===== src/rtl/servant_mem_sched.sv =====
// rtl/servant_mem_sched.sv - registered round-robin arbiter sharing servant_ram between ibus, dbus and ext
//
// Purpose: grants the single-port RAM to one of three Wishbone masters at a
// time, holds the grant until the memory acks (or the master aborts, or the
// watchdog fires), then rotates priority to the master after the last owner.
//
// Ports:
//   i_clk, i_rst_n                 clock, synchronous active-low reset
//   i_ibus_*  / o_ibus_*           CPU instruction bus (read only)
//   i_dbus_*  / o_dbus_*           CPU data bus
//   i_ext_*   / o_ext_*            external loader/debug port
//   o_mem_*   / i_mem_*            towards servant_ram
//   o_grant                        current owner 0 ibus, 1 dbus, 2 ext (valid while o_busy)
//   o_busy                         transfer in progress
//   o_timeout                      sticky flag, a watchdog termination has happened
module servant_mem_sched #(
  parameter int AW      = 32,
  parameter int TIMEOUT = 64
) (
  input  logic          i_clk,
  input  logic          i_rst_n,
  input  logic [AW-1:0] i_ibus_adr,
  input  logic          i_ibus_cyc,
  output logic [31:0]   o_ibus_rdt,
  output logic          o_ibus_ack,
  input  logic [AW-1:0] i_dbus_adr,
  input  logic [31:0]   i_dbus_dat,
  input  logic [3:0]    i_dbus_sel,
  input  logic          i_dbus_we,
  input  logic          i_dbus_cyc,
  output logic [31:0]   o_dbus_rdt,
  output logic          o_dbus_ack,
  input  logic [AW-1:0] i_ext_adr,
  input  logic [31:0]   i_ext_dat,
  input  logic [3:0]    i_ext_sel,
  input  logic          i_ext_we,
  input  logic          i_ext_cyc,
  output logic [31:0]   o_ext_rdt,
  output logic          o_ext_ack,
  output logic [AW-1:0] o_mem_adr,
  output logic [31:0]   o_mem_dat,
  output logic [3:0]    o_mem_sel,
  output logic          o_mem_we,
  output logic          o_mem_cyc,
  input  logic [31:0]   i_mem_rdt,
  input  logic          i_mem_ack,
  output logic [1:0]    o_grant,
  output logic          o_busy,
  output logic          o_timeout
);

  // A zero TIMEOUT still needs a legal one-bit counter.
  localparam int CW = (TIMEOUT > 0) ? $clog2(TIMEOUT + 1) : 1;
  localparam logic [CW-1:0] WD_LIMIT = CW'(TIMEOUT);

  typedef enum logic {IDLE, BUSY} state_t;

  state_t        state, state_nxt;
  logic [1:0]    grant, grant_nxt;
  logic [1:0]    ptr, ptr_nxt;
  logic [CW-1:0] wdog, wdog_nxt;
  logic          timeout_q, timeout_nxt;

  logic [3:0]    cyc_vec;
  logic          gcyc;
  logic          wd_fire;
  logic          ack_fwd;
  logic [1:0]    win;
  logic          win_ok;
  logic [1:0]    cand;

  function automatic logic [1:0] inc3(input logic [1:0] a);
    return (a == 2'd2) ? 2'd0 : a + 2'd1;
  endfunction

  // Padded to four bits so a 2-bit index is always in range.
  assign cyc_vec = {1'b0, i_ext_cyc, i_dbus_cyc, i_ibus_cyc};
  assign gcyc    = cyc_vec[grant];

  // Watchdog only fires while the owner still wants the bus and memory is silent;
  // a same-cycle ack takes precedence.
  assign wd_fire = (TIMEOUT != 0) && (state == BUSY) && gcyc && !i_mem_ack && (wdog == WD_LIMIT);
  assign ack_fwd = i_rst_n && (state == BUSY) && gcyc && (i_mem_ack || wd_fire);

  assign o_mem_cyc  = i_rst_n && (state == BUSY) && gcyc && !wd_fire;
  assign o_ibus_ack = ack_fwd && (grant == 2'd0);
  assign o_dbus_ack = ack_fwd && (grant == 2'd1);
  assign o_ext_ack  = ack_fwd && (grant == 2'd2);

  // A watchdog-terminated read returns zero to the owner instead of stale bus data.
  assign o_ibus_rdt = (wd_fire && grant == 2'd0) ? 32'd0 : i_mem_rdt;
  assign o_dbus_rdt = (wd_fire && grant == 2'd1) ? 32'd0 : i_mem_rdt;
  assign o_ext_rdt  = (wd_fire && grant == 2'd2) ? 32'd0 : i_mem_rdt;

  assign o_grant   = grant;
  assign o_busy    = (state == BUSY);
  assign o_timeout = timeout_q;

  always_comb begin
    o_mem_adr = i_ibus_adr;
    o_mem_dat = 32'd0;
    o_mem_sel = 4'hF;
    o_mem_we  = 1'b0;
    case (grant)
      2'd1: begin
        o_mem_adr = i_dbus_adr;
        o_mem_dat = i_dbus_dat;
        o_mem_sel = i_dbus_sel;
        o_mem_we  = i_dbus_we;
      end
      2'd2: begin
        o_mem_adr = i_ext_adr;
        o_mem_dat = i_ext_dat;
        o_mem_sel = i_ext_sel;
        o_mem_we  = i_ext_we;
      end
      default: ;
    endcase
  end

  // Round-robin search starting at the rotation pointer.
  always_comb begin
    win    = 2'd0;
    win_ok = 1'b0;
    cand   = ptr;
    for (int i = 0; i < 3; i++) begin
      if (!win_ok && cyc_vec[cand]) begin
        win    = cand;
        win_ok = 1'b1;
      end
      cand = inc3(cand);
    end
  end

  always_comb begin
    state_nxt   = state;
    grant_nxt   = grant;
    ptr_nxt     = ptr;
    wdog_nxt    = wdog;
    timeout_nxt = timeout_q;
    case (state)
      IDLE: begin
        if (win_ok) begin
          state_nxt = BUSY;
          grant_nxt = win;
          wdog_nxt  = '0;
        end
      end
      BUSY: begin
        if (!gcyc || i_mem_ack || wd_fire) begin
          state_nxt = IDLE;
          ptr_nxt   = inc3(grant);
          if (wd_fire) timeout_nxt = 1'b1;
        end else if (wdog != WD_LIMIT) begin
          wdog_nxt = wdog + 1'b1;
        end
      end
      default: state_nxt = IDLE;
    endcase
  end

  always_ff @(posedge i_clk) begin
    if (!i_rst_n) begin
      state     <= IDLE;
      grant     <= 2'd0;
      ptr       <= 2'd0;
      wdog      <= '0;
      timeout_q <= 1'b0;
    end else begin
      state     <= state_nxt;
      grant     <= grant_nxt;
      ptr       <= ptr_nxt;
      wdog      <= wdog_nxt;
      timeout_q <= timeout_nxt;
    end
  end

endmodule


===== config.mk =====
export PLATFORM = sky130hd
export DESIGN_NAME = servant_mem_sched
export DESIGN_NICKNAME = d
export VERILOG_FILES = /design/src/rtl/servant_mem_sched.sv
export SDC_FILE = /design/constraint.sdc
export NUM_CORES = 1
export LEC_CHECK = 0
export CAP_MARGIN = 15
export CELL_PAD_IN_SITES_DETAIL_PLACEMENT = 0
export CELL_PAD_IN_SITES_GLOBAL_PLACEMENT = 2
export CORE_ASPECT_RATIO = 1.75
export CORE_MARGIN = 4
export CORE_UTILIZATION = 10
export CTS_CLUSTER_DIAMETER = 40
export DETAILED_ROUTE_END_ITERATION = 6
export PLACE_DENSITY_LB_ADDON = 0.1
export SLEW_MARGIN = 15
export SYNTH_ARGS = -nofsm -noshare
export SYNTH_HDL_FRONTEND = slang
export SYNTH_SLANG_ARGS = --single-unit

===== constraint.sdc =====
create_clock -name i_clk -period 1.76 [get_ports i_clk]
set_input_delay 0.176 -clock i_clk [delete_from_list [all_inputs] [get_ports i_clk]]
set_output_delay 0.176 -clock i_clk [all_outputs]
set_load 0.02 [all_outputs]

==> flow_metrics.tcl <==
set metrics [dict create \
    leakagePower_uw 0.00373 \
    ir_drop_uv 454 \
    port_buffers 380 \
    wl_per_cell_um 22.1 \
    final_antenna_net_count 0 \
    startpoint_type "register" \
    syn_to_final_growth_pct 254 \
    final_cells 1213 \
    p_per_area_nw_per_um2 385 \
    synth_area_leaders "and2_1, a22oi_1, dfxtp_1, nor2b_1, a21oi_1" \
    core_region_area_um2 26700 \
    grt_use_total_pct 16.4 \
    synth-main-ff-cell "dfxtp_1" \
    cp.required_ns 1.58 \
    finalCritPeriodShare_pct 138 \
    register_area_um2 268 \
    yosysTopAreaCell "and2_1" \
    grt-ovfl-total 0 \
    worst_slew_pin_slew_ns 0.270 \
    drc 0 \
    synth_compound_area_share_pct 30.9 \
    outcome "complete, but fails checks" \
    placed_cells 1129 \
    drtPass1Iterations 4 \
    dp_hpwl_mm 19.6 \
    place.gp.congestion 0.814 \
    clock_latency_ns 0.24 \
    die_y_um 226 \
    cts_num_sinks 13 \
    finalWirelength_mm 26.8 \
    start_util_pct 10.2 \
    antenna_found_initial 3 \
    hold_violations 0 \
    synth_xor_area_share_pct 0 \
    rows 79 \
    fin_area_um2 9630 \
    cts_tree "yes" \
    grt_max_degree 33 \
    synthArstFlopShare_pct 0 \
    cp_max_fo 32 \
    root_buffer "clkbuf_16" \
    setup_viol_count_final 175 \
    clock_skew_ns 0.00196 \
    ios 381 \
    max-clock-path-buffers 2 \
    max_slew_margin_pct 82.0 \
    violations "setup timing" \
    arrival_ns 2.25 \
    finalSetupTns_ns -74.87 \
    numCtsBuffers 3 \
    synthAdderAreaFrac_pct 2.76 \
    multiInputGateArea_um2 3220 \
    drv_cap 0 \
    syn_inst 406 \
    synth.avg_cell_area_um2 6.70 \
    drtIter0Drc 108 \
    netlist.area_leader.share_pct 21.4 \
    end_kind "output pin" \
    timing.hold.ws_ns 0.517 \
    synth-simple-area-share_pct 45.3 \
    num-fill-cells 2784 \
    vias 4985 \
    synthMuxAreaShare_pct 2.25 \
    syn_nets 620 \
    synth.cell_area_um2 2720 \
    die_w_um 133 \
    final_nets 1102 \
    yosys_warnings 0 \
    h-tree-depth 1 \
    drive_gt1_share_pct 60.4 \
    fmax_mhz 412 \
    synth-edff-count 0 \
    ys_types 39 \
    rsz0062_at_grt "yes" \
    grt_pass1_wl_mm 36.9 \
    synth-seq-cells 13 \
    worstSetupPathType "register to output pin" \
    min_period_ns 2.43 \
    hold_path.class "register to register" \
    layout_setup_ws_ns -0.666 \
    placed_cell_area_um2 7540 \
    via_per_inst 4.11 \
    clk_pin_slew_ns 0.05 \
    die-area_um2 30000 \
    r2r_slack_ns -0.19 \
    grt_pass1_vias 5226 \
    dp_slack_ns -0.810 \
    slew_viol_final 0 \
    yosysSeqAreaShare_pct 9.57 \
    synth_top_family_by_area "simple AND/OR/NAND/NOR gates" \
]
cells by family (layout without fill, tap and decap cells):
kind of cell | Yosys count | count (layout)
mux | 6 | 6
simple gates | 207 | 207
buf+inv | 49 | 530
flops | 13 | 13
other cells | 0 | 2
fa+ha+maj | 6 | 6
compound gates | 125 | 125
placed cells by master, fill, tap and decap left out, types with 7 or more instances in the layout:
cell type          n
and2_4            49
and2_1            47
nor2_1            17
buf_8             16
inv_1              7
a22oi_2           67
nor2b_4           12
nor2_4             9
nor2b_2           21
dfxtp_1            9
buf_6            174
a21oi_2           21
buf_4             51
a21oi_4           13
buf_2             27
nand2_1           11
nor2_2             9
buf_12            29
clkdlybuf4s50_1  211
report_power, final:
group	total (uW)	switching (uW)	internal, uW
sequential	315	10.6	304
combinational	2950	1270	1690
clock	438	135	303
registers in the layout (all words and copies together) (netlist names):
register	flops
o_busy	1
o_grant	2
o_timeout	1
ptr	2
wdog	7
synthesized netlist by cell type (2+ instances only):
cell      count
nor2b_1      37
clkbuf_1     25
and2_1       93
and2_2        2
a21boi_0      4
a21oi_1      39
ha_1          6
dfxtp_1      13
nor2_1       35
a22oi_1      70
mux2i_1       5
buf_1         4
inv_1        11
and2_4        2
nand3_4       3
or3_1         3
o21ai_0       4
nand3_1       5
buf_6         9
nand4_1       4
nand2_1      14
routing by layer:
metal | global-route usage, % | wire (um)
met5 | 0 | 13
met4 | 2.28 | 349
met3 | 3.88 | 1570
met2 | 36.6 | 16700
met1 | 14.6 | 8170
path summary, 6_finish.rpt:
kind              from             to  cells past startpoint
min          o_timeout      o_timeout                      2
max reg2reg    wdog[0]        wdog[2]                      7
min reg2reg  o_timeout      o_timeout                      2
max            wdog[0]  o_ext_rdt[31]                     10
metrics by stage:
step | utilization (%) | power, uW
3_5_place_dp | 28.3 | 2480
2_1_floorplan | - | 1200
4_1_cts | 34.3 | 3590
6_report | 36.1 | 3710
3_3_place_gp | 28.3 | 2490
5_1_grt | 36.1 | 3890
worst max-delay path, stage by stage (launching register included):
cell and delay, ns:
dfxtp_2 0.32, inv_2 0.07, ha_4 0.13, or4b_4 0.49, nor3_4 0.17, buf_12 0.14, buf_4 0.11, nand3_4 0.07
buf_12 0.17, and2_2 0.19, buf_2 0.15
layout make-up:
type / instances / share of cell area, %
antenna: 2 / 0.0520
clock inverter: 1 / 0.0520
tap: 324 / 4.21
sequential: 13 / 2.78
multi-input combinational: 344 / 33.5
timing repair buffer: 515 / 58.2
inverter: 11 / 0.481
clock buffer: 3 / 0.780
timing repair:
action | in CTS | in global routing
resized for setup | 1025 | 165
setup buffers | 59 | 16
gates cloned | 15 | 2
endpoints found under the setup margin | 175 | 175
pin swaps | 53 | 76
hold buffers | 0 | 0
No activity file was read; power rests on OpenSTA's default activity.
